--- config.mk ---
export PLATFORM = sky130hd
export DESIGN_NAME = period_sweep_ctrl
export DESIGN_NICKNAME = d
export VERILOG_FILES = /design/src/rtl/sweep_pkg.sv /design/src/rtl/period_meter.sv /design/src/rtl/period_sweep_ctrl.sv
export SDC_FILE = /design/constraint.sdc
export NUM_CORES = 1
export LEC_CHECK = 0
export ABC_AREA = 1
export BUFFER_PORTS_ARGS = -buffer_cell sky130_fd_sc_hd__clkbuf_2
export CAP_MARGIN = 20
export CELL_PAD_IN_SITES_DETAIL_PLACEMENT = 0
export CELL_PAD_IN_SITES_GLOBAL_PLACEMENT = 1
export CORE_ASPECT_RATIO = 2
export CORE_UTILIZATION = 36
export DETAILED_ROUTE_END_ITERATION = 16
export GPL_ROUTABILITY_DRIVEN = 0
export PLACE_DENSITY_LB_ADDON = 0.1
export SLEW_MARGIN = 20
export SYNTH_ARGS = -nofsm -noshare
export SYNTH_HDL_FRONTEND = slang
export SYNTH_SLANG_ARGS = --single-unit
export TNS_END_PERCENT = 10
--- constraint.sdc ---
create_clock -name clk -period 2.1 [get_ports clk]
set_input_delay 0 -clock clk [delete_from_list [all_inputs] [get_ports clk]]
set_output_delay 0 -clock clk [all_outputs]
set_load 0.01 [all_outputs]
--- src/rtl/sweep_pkg.sv ---
// Shared types and widths for the period sweep sequencer and its period meter.
package sweep_pkg;
  localparam int PERIOD_W = 12;
  localparam int DUT_W    = 11;

  localparam logic [1:0] MODE_8  = 2'b00;
  localparam logic [1:0] MODE_9  = 2'b01;
  localparam logic [1:0] MODE_10 = 2'b10;
  localparam logic [1:0] MODE_11 = 2'b11;

  typedef enum logic [2:0] {
    S_IDLE, S_ARM, S_CAPTURE, S_RUN, S_REPORT, S_HALT
  } sweep_state_t;
endpackage

--- src/rtl/period_meter.sv ---
// Captures a reference sample, then counts cycles until the input returns to it.
module period_meter
  import sweep_pkg::*;
#(
  parameter logic [PERIOD_W-1:0] TIMEOUT = 12'd4095
) (
  input  logic                clk,
  input  logic                rst_n,
  input  logic                clear,
  input  logic                capture,
  input  logic                enable,
  input  logic [DUT_W-1:0]    din,
  output logic                hit,
  output logic                tmo,
  output logic [PERIOD_W-1:0] period
);
  logic [DUT_W-1:0]    ref_val_q, ref_val_d;
  logic [PERIOD_W-1:0] cnt_q, cnt_d;

  // A match in the same cycle as the limit wins, so tmo is masked by hit.
  assign hit    = enable && (din == ref_val_q);
  assign tmo    = enable && !hit && (cnt_q == TIMEOUT);
  assign period = hit ? cnt_q : '0;

  always_comb begin
    ref_val_d = ref_val_q;
    cnt_d     = cnt_q;
    if (clear) begin
      ref_val_d = '0;
      cnt_d     = '0;
    end else if (capture) begin
      ref_val_d = din;
      cnt_d     = PERIOD_W'(1);
    end else if (enable && !hit && !tmo) begin
      cnt_d = cnt_q + PERIOD_W'(1);
    end
  end

  always_ff @(posedge clk or negedge rst_n) begin
    if (!rst_n) begin
      ref_val_q <= '0;
      cnt_q     <= '0;
    end else begin
      ref_val_q <= ref_val_d;
      cnt_q     <= cnt_d;
    end
  end
endmodule

--- src/rtl/period_sweep_ctrl.sv ---
// Steps a counter/LFSR target through its modes, measuring and reporting the
// output sequence period of each one.
module period_sweep_ctrl
  import sweep_pkg::*;
#(
  parameter logic [1:0]          FIRST_MODE = MODE_8,
  parameter logic [1:0]          LAST_MODE  = MODE_11,
  parameter logic [PERIOD_W-1:0] TIMEOUT    = 12'd4095
) (
  input  logic                clk,
  input  logic                rst_n,
  input  logic                go,
  input  logic                abort,
  input  logic [DUT_W-1:0]    dut_out,
  output logic                dut_start,
  output logic                dut_stop,
  output logic [1:0]          dut_mode,
  output logic                busy,
  output logic                result_valid,
  output logic [1:0]          result_mode,
  output logic [PERIOD_W-1:0] result_period,
  output logic                timeout_err,
  output logic                done
);
  sweep_state_t        state_q, state_d;
  logic [1:0]          cur_mode_q, cur_mode_d;
  logic                abort_q, abort_d;
  logic                terr_q, terr_d;
  logic [1:0]          rmode_q, rmode_d;
  logic [PERIOD_W-1:0] rper_q, rper_d;
  logic                m_clear, m_capture, m_enable, m_hit, m_tmo;
  logic [PERIOD_W-1:0] m_period;

  period_meter #(.TIMEOUT(TIMEOUT)) u_meter (
    .clk     (clk),
    .rst_n   (rst_n),
    .clear   (m_clear),
    .capture (m_capture),
    .enable  (m_enable),
    .din     (dut_out),
    .hit     (m_hit),
    .tmo     (m_tmo),
    .period  (m_period)
  );

  assign dut_mode      = cur_mode_q;
  assign busy          = (state_q != S_IDLE);
  assign timeout_err   = terr_q;
  assign result_mode   = rmode_q;
  assign result_period = rper_q;

  always_comb begin
    state_d      = state_q;
    cur_mode_d   = cur_mode_q;
    abort_d      = abort_q;
    terr_d       = terr_q;
    rmode_d      = rmode_q;
    rper_d       = rper_q;
    dut_start    = 1'b0;
    dut_stop     = 1'b0;
    result_valid = 1'b0;
    done         = 1'b0;
    m_clear      = 1'b0;
    m_capture    = 1'b0;
    m_enable     = 1'b0;
    case (state_q)
      S_IDLE: begin
        m_clear = 1'b1;
        if (go) begin
          state_d    = S_ARM;
          cur_mode_d = FIRST_MODE;
          terr_d     = 1'b0;
          abort_d    = 1'b0;
        end
      end
      S_ARM: begin
        dut_start = 1'b1;
        state_d   = abort ? S_HALT : S_CAPTURE;
        abort_d   = abort;
      end
      S_CAPTURE: begin
        m_capture = 1'b1;
        state_d   = abort ? S_HALT : S_RUN;
        abort_d   = abort;
      end
      S_RUN: begin
        m_enable = 1'b1;
        if (abort) begin
          state_d = S_HALT;
          abort_d = 1'b1;
        end else if (m_hit || m_tmo) begin
          state_d = S_REPORT;
          rmode_d = cur_mode_q;
          rper_d  = m_period;
          if (m_tmo) terr_d = 1'b1;
        end
      end
      S_REPORT: begin
        result_valid = 1'b1;
        state_d      = S_HALT;
        abort_d      = abort;
      end
      S_HALT: begin
        dut_stop = 1'b1;
        // An abort raised during HALT itself still ends the sweep here.
        if ((cur_mode_q == LAST_MODE) || abort_q || abort) begin
          state_d = S_IDLE;
          done    = !(abort_q || abort);
        end else begin
          state_d    = S_ARM;
          cur_mode_d = cur_mode_q + 2'd1;
        end
      end
      default: state_d = S_IDLE;
    endcase
  end

  always_ff @(posedge clk or negedge rst_n) begin
    if (!rst_n) begin
      state_q    <= S_IDLE;
      cur_mode_q <= FIRST_MODE;
      abort_q    <= 1'b0;
      terr_q     <= 1'b0;
      rmode_q    <= '0;
      rper_q     <= '0;
    end else begin
      state_q    <= state_d;
      cur_mode_q <= cur_mode_d;
      abort_q    <= abort_d;
      terr_q     <= terr_d;
      rmode_q    <= rmode_d;
      rper_q     <= rper_d;
    end
  end
endmodule
==> flow_metrics.tcl, run 1 <==
set metrics [dict create \
    status "complete, no violations" \
    whs_path_depth 5 \
    drive_above_1_share 0.286 \
    worst-path-buf-inv 3 \
    wl_um 5910 \
    reg2reg_depth 10 \
    grt_pass1_vias 2112 \
    final_cell_count_no_fill 445 \
    whs_endpoint "state_q[0]" \
    yosys.area.top_type "dfrtp_1" \
    cp.depth 10 \
    clkLatencyLatePin_ns 0.29 \
    synth.net_count 318 \
    vdd_drop_max_v 0.000545 \
    cp_slowest_cell "dfrtp_1" \
    setup_viol 0 \
    syn2layout_area_growth_pct 23.6 \
    num_antenna_cells 0 \
    cp.required_ns 2.28 \
    netlist_area_mm2 0.00246 \
    cts_sinks 44 \
    vias 2063 \
    port_buffers 36 \
    yosysTopAreaCellShare 0.447 \
    synth_ff_type "dfrtp_1" \
    relSlewSlack 0.773 \
    yosysSeqAreaShare 0.447 \
    die_area_mm2 0.00719 \
    cp.arrival_ns 1.94 \
    io-pin-count 37 \
    place_area_mm2 0.00277 \
    worst_path_most_repeated_cell "inv_2" \
    r2r-end "u_meter.cnt_q[8]" \
    drc 0 \
    num-fill-cells 678 \
    cts_buffer_depth 2 \
    h-tree-depth 2 \
    grt_max_degree 45 \
    finalClockSkew_ns 0.00362 \
    initial_core_util 0.372 \
    power_leakage_nw 1.51 \
    cp-start-kind "register" \
    worstSetupPathType "reg2reg" \
    drtIter0Drc 79 \
    postSynthCellCount 301 \
    critPathMaxStageDelay_ns 0.42 \
    core_area_mm2 0.00662 \
    cts_root_buf "clkbuf_16" \
    post_drt_wl_per_cell_um 13.3 \
    ys_ff_latch 44 \
    dr.pass1.iters 4 \
    cts_tree "yes" \
    critPathCaptureType "register" \
    synth_edf_count 0 \
    drv_cap 0 \
    fmax_mhz 566 \
    synth_common_cells "97 x nand2_1, 44 x dfrtp_1, 28 x inv_1, 20 x nand3_1, 14 x o21ai_2" \
    postSynthAreaPerCell_um2 8.18 \
    dp.final_hpwl_um 4280 \
    yosysMostFrequentCell "nand2_1" \
    track_usage 0.189 \
    synth_cell_types 37 \
    cts_buffers 5 \
    dp.cells 425 \
    fin_crit_sh 0.841 \
    crit_path_max_fanout 7 \
    drtAntennaViolNets 0 \
    min_from "abort" \
    die_x_um 60.5 \
    antenna_found_initial 0 \
    yosys_warnings 0 \
    avgViaCountPerCell 4.64 \
    finalHoldViolCount 0 \
    min_period_ns 1.77 \
    worstMarginPinSlew_ns 0.341 \
    grt_overflow 0 \
    cts.reportedPaths.clkPinSlew_ns 0.06 \
    rrSetupSlack_ns 0.33 \
    r2r-start "u_meter.cnt_q[0]" \
    crit_path_cell_trace "ha_1 > nand3_1 > inv_2 > nand2_1 > nor2_2 > inv_2 > nand3_2 > buf_4 > o21ai_1 > a21oi_2" \
    rsz0062_at_grt "false" \
    die_h_um 119 \
    power_density_mw_per_mm2 1050 \
    grt_pass1_wl_um 10000 \
    postCtsResizedCells 0 \
    drv_slew 0 \
    hp-class "in2reg" \
    setup-tns-final_ns 0 \
    synth_top_cells_by_area "dfrtp_1 45%, nand2_1 15%, o21ai_2 5.0%, inv_1 4.3%, nand3_1 4.1%" \
    nNetsFinal 373 \
    critPathTopFamily "simple AND/OR/NAND/NOR gates" \
    core.rowCount 42 \
    fin_area_mm2 0.00304 \
    async_flop_share 1.00 \
]
flip-flops by register name, indices dropped and copies added, names as in the netlist:
signal             cells
result_period         12
u_meter.cnt_q         12
u_meter.ref_val_q     11
state_q                3
dut_mode               2
result_mode            2
abort_q                1
timeout_err            1
what timing repair did:
item                                   CTS  global route
buffers inserted                         0             0
hold buffers                            12             0
endpoints found under the hold margin   55             0
kinds of logic after synthesis:
group,after synthesis,share of synthesized area
AND/OR/NAND/NOR,156,0.297
buffers and inverters,47,0.0874
adder cells (fa/ha/maj),2,0.0102
flip-flops,44,0.447
XOR/XNOR,8,0.0285
AO/OA/AOI/OAI,44,0.129
cell type report:
type,count,area (µm²),area share
Clock buffer,6,139,0.0456
Clock inverter,2,15.0,0.00493
Inverter,40,155,0.0510
Multi-Input combinational cell,210,1140,0.376
Sequential cell,44,1100,0.362
Tap cell,88,110,0.0362
Timing Repair Buffer,55,378,0.124
cell usage in the layout (no fill, tap or decap), drive strengths merged:
master,n
nor3b,1
a31o,1
nand4,2
a21boi,1
ha,2
nor3,4
a21oi,4
o2111ai,1
a22o,4
or2,1
clkbuf,42
o21ai,26
nor2,17
xnor2,3
o22ai,7
xor2,5
nand3,22
clkinvlp,2
nor4,1
dfrtp,44
nand2,108
inv,40
buf,7
dlygate4sd3,12
per-stage QoR:
stage               hold slack, ns  power (mW)   util  setup WS, ns
finish                      0.0694        3.19  0.460         0.334
detailed placement         0.00511        2.39  0.418         0.338
CTS                         0.0743        3.24  0.460         0.324
floorplan                   -0.296        2.07      -         0.519
global placement           0.00405        2.38  0.418         0.394
global route                 0.114        3.43  0.460         0.166
worst min-delay path, delay by kind of cell:
family	cells	cell delay, ns
buffers and inverters	1	0.09
AND/OR/NAND/NOR	3	0.16
AO/OA/AOI/OAI	1	0.06
power by group:
group	leakage, nW	total (mW)	switching, mW	internal, mW
Clock	0.0691	0.809	0.336	0.473
Sequential	0.602	1.15	0.138	1.01
Combinational	0.840	1.23	0.819	0.416
Total	1.51	3.19	1.29	1.90
per-layer routing:
metal,GRT usage,up-vias,part of all wire
li1,-,1070,-
met1,0.211,957,0.40
met2,0.332,29,0.56
met3,0.0282,7,0.017
met4,0.0923,0,0.026
met5,0,-,0
worst max-delay path by stage:
stage	start	to	slack [ns]
2_1_floorplan	u_meter.cnt_q[0]	u_meter.cnt_q[5]	0.52
3_3_place_gp	u_meter.cnt_q[0]	u_meter.cnt_q[8]	0.39
3_5_place_dp	u_meter.cnt_q[0]	u_meter.cnt_q[8]	0.34
6_report	u_meter.cnt_q[0]	u_meter.cnt_q[8]	0.33
5_1_grt	u_meter.cnt_q[0]	u_meter.cnt_q[8]	0.17
4_1_cts	u_meter.cnt_q[0]	u_meter.cnt_q[8]	0.32
(Power assumes the default switching activity.)
==> inputs of run 2 (changes only) <==
--- a/config.mk
+++ b/config.mk
@@ -5,7 +5,7 @@
 export SDC_FILE = /design/constraint.sdc
 export NUM_CORES = 1
 export LEC_CHECK = 0
-export ABC_AREA = 1
+export ABC_AREA = 0
 export BUFFER_PORTS_ARGS = -buffer_cell sky130_fd_sc_hd__clkbuf_2
 export CAP_MARGIN = 20
 export CELL_PAD_IN_SITES_DETAIL_PLACEMENT = 0
==> constraint.sdc (replaced) <==
create_clock -name clk -period 1.5 [get_ports clk]
set_input_delay 0 -clock clk [delete_from_list [all_inputs] [get_ports clk]]
set_output_delay 0 -clock clk [all_outputs]
set_load 0.01 [all_outputs]
==> flow_metrics.tcl, run 2 <==
set metrics [dict create \
    violations "design-rule violations, negative setup slack" \
    final_common_cell "dfrtp_1" \
    drtIter0Drc 45 \
    nNetsFinal 329 \
    die_area_mm2 0.00641 \
    p_sw_mw 1.49 \
    rsz0062_at_grt "true" \
    setup_slack_ns -0.304 \
    initial_core_util 0.380 \
    core_area_mm2 0.00576 \
    grt_max_degree 28 \
    drc 6 \
    crit_path_cell_trace "and4_4 > nand3_2 > or4_4 > or3_1 > a21oi_1" \
    finalClockSkew_ns 0.00309 \
    fmax_mhz 554 \
    netlist_area_mm2 0.00219 \
    synth_top_cells_by_area "dfrtp_1 50%, nand2_1 6.4%, a22o_1 4.8%, xnor2_1 4.4%, o21ai_0 4.4%" \
    cts_buffer_depth 2 \
    worstSetupPathType "reg2reg" \
    antenna_found_initial 0 \
    worst-path-buf-inv 0 \
    postSynthCellCount 226 \
    crit_path_max_fanout 4 \
    dp.cells 350 \
    register_area_mm2 0.00110 \
    yosysTopAreaCellShare 0.504 \
    internal_power_mw 2.83 \
    die_h_um 112 \
    cts_tree "yes" \
    min_from "abort" \
    syn2layout_area_growth_pct 43.0 \
    cp.arrival_ns 2.01 \
    vdd_drop_max_v 0.000905 \
    power_leakage_nw 1.49 \
    hp-class "in2reg" \
    cp-start-kind "register" \
    cts_sinks 44 \
    cts_buffers 5 \
    min_period_ns 1.80 \
    dp.final_hpwl_um 4110 \
    layout_common_cells "43 x dfrtp_1, 39 x buf_4, 37 x nand2_1, 36 x clkbuf_2, 18 x o21ai_0" \
    p_total_mw 4.32 \
    async_flop_share 1.00 \
    synth_cell_types 36 \
    yosys_warnings 0 \
    yosys.area.top_type "dfrtp_1" \
    critPathMaxStageDelay_ns 0.48 \
    avgViaCountPerCell 5.36 \
    power_density_mw_per_mm2 1380 \
    whs_endpoint "state_q[1]" \
    synth_common_cells "44 x dfrtp_1, 37 x nand2_1, 19 x o21ai_0, 12 x a22o_1, 11 x xnor2_1" \
    cp_slowest_cell "or4_4" \
    h-tree-depth 2 \
    yosysMostFrequentCell "dfrtp_1" \
    rrSetupSlack_ns -0.30 \
    dr.pass1.iters 10 \
    synth_edf_count 0 \
    clkLatencyLatePin_ns 0.28 \
    critPathCaptureType "register" \
    drv_cap 0 \
    switching_share 0.346 \
    final_cell_count_no_fill 374 \
    port_buffers 36 \
    ys_ff_latch 44 \
    cts.reportedPaths.clkPinSlew_ns 0.06 \
    combPwrFrac 0.362 \
    setup_viol 30 \
    num_antenna_cells 0 \
    vias 2004 \
    grt_pass1_vias 1974 \
    drive_above_1_share 0.361 \
    p_clk_frac 0.253 \
    r2r-end "u_meter.cnt_q[10]" \
    critPathTopFamily "simple AND/OR/NAND/NOR gates" \
    die_x_um 57.1 \
    r2r-start "u_meter.cnt_q[3]" \
    yosysSeqAreaShare 0.504 \
    track_usage 0.191 \
    grt_pass1_wl_um 9390 \
    status "finished with violations" \
    cts_root_buf "clkbuf_16" \
    whs_path_depth 3 \
    finalHoldViolCount 0 \
    multi_input_area_mm2 0.00110 \
    num-fill-cells 557 \
    pwr-share-seq 0.385 \
    worstMarginPinSlew_ns 0.389 \
    post_drt_wl_per_cell_um 15.1 \
    core.rowCount 39 \
    wl_um 5640 \
    relSlewSlack 0.741 \
    grt_overflow 0 \
    io-pin-count 37 \
    cp.required_ns 1.71 \
    drv_slew 0 \
    postSynthAreaPerCell_um2 9.67 \
    reg2reg_depth 5 \
    synth.net_count 243 \
    synth_ff_type "dfrtp_1" \
    fin_crit_sh 1.20 \
    drtAntennaViolNets 0 \
]
## run 2: cell types whose count changed after synthesis, sizes merged, moves of 6 or more
| cell | previous run | this run |
|---|---|---|
| nor2 | 17 | 6 |
| or3 | 0 | 7 |
| or4 | 0 | 7 |
| nand3 | 22 | 11 |
| o22ai | 7 | 0 |
| clkbuf | 0 | 10 |
| nand2 | 108 | 37 |
| xnor2 | 3 | 11 |
| inv | 40 | 5 |
| a22o | 4 | 12 |
| o21ai | 26 | 20 |
| o211ai | 0 | 7 |
## run 2: per-stage QoR
step	util	worst slack [ns]	TNS, ns	area [µm²]	hold slack [ns]
final	0.543	-0.304	-4.57	3130	0.0784
after global routing	0.543	-0.378	-7.32	3130	0.121
after CTS	0.533	-0.267	-5.32	3070	0.0581
after detailed placement	0.480	-0.300	-5.44	2770	-0.0552
after global placement	0.480	-0.318	-5.51	2770	-0.0543
after floorplan	-	-0.200	-3.19	2240	-0.296
## run 2: cell type report
| type | count | area share |
|---|---|---|
| clock buffers | 6 | 0.0444 |
| clock inverters | 2 | 0.00320 |
| inverters | 5 | 0.00600 |
| multi-input cells | 164 | 0.353 |
| flip-flops and latches | 44 | 0.353 |
| well taps | 61 | 0.0244 |
| repair buffers | 92 | 0.216 |
## run 2: routing by layer
| layer | share of wire | up-vias | global-route usage |
|---|---|---|---|
| met2 | 0.57 | 35 | 0.355 |
| met1 | 0.39 | 962 | 0.207 |
| met3 | 0.024 | 6 | 0.0323 |
| met5 | 0 | - | 0 |
| li1 | - | 1001 | - |
| met4 | 0.017 | 0 | 0.0813 |
## run 2: power by group through the flow
stage               Combinational (mW)  Clock, mW  Sequential (mW)
floorplan                        0.885          0             1.65
global placement                  1.51          0             1.66
detailed placement                1.50          0             1.67
CTS                               1.55       1.13             1.65
global route                      1.75       1.16             1.70
finish                            1.56       1.09             1.66
## run 2: cell families (layout without fill, tap and decap cells)
family | after synthesis | after routing | share of synthesized area
AO/OA/AOI/OAI | 57 | 57 | 0.176
flip-flops | 44 | 44 | 0.504
multiplexers | 3 | 3 | 0.0149
adder cells (fa/ha/maj) | 2 | 2 | 0.0114
XOR/XNOR | 11 | 11 | 0.0441
buffers and inverters | 19 | 105 | 0.0361
AND/OR/NAND/NOR | 90 | 91 | 0.214
## run 2: what timing repair did
item                                    CTS  global route
hold endpoints to repair                 25             0
gates resized for setup                   7             9
endpoints found under the setup margin   31            32
setup buffers                             1             2
hold buffers                             12             0
cloned                                    0             1
pin swaps                                 9            15
## run 2: tightest hold or removal path: stages
cell	delay, ns
clkbuf_2	0.17
or3_1	0.13
a31oi_1	0.03
## run 2: how the worst max path moves through the flow
stage	startpoint	to	slack, ns	cells after the start
2_1_floorplan	u_meter.cnt_q[3]	u_meter.cnt_q[10]	-0.20	6
6_report	u_meter.cnt_q[3]	u_meter.cnt_q[10]	-0.30	5
3_5_place_dp	state_q[2]	u_meter.cnt_q[9]	-0.30	5
4_1_cts	state_q[2]	u_meter.cnt_q[5]	-0.27	5
3_3_place_gp	state_q[2]	u_meter.cnt_q[9]	-0.32	5
5_1_grt	state_q[2]	u_meter.cnt_q[11]	-0.38	5
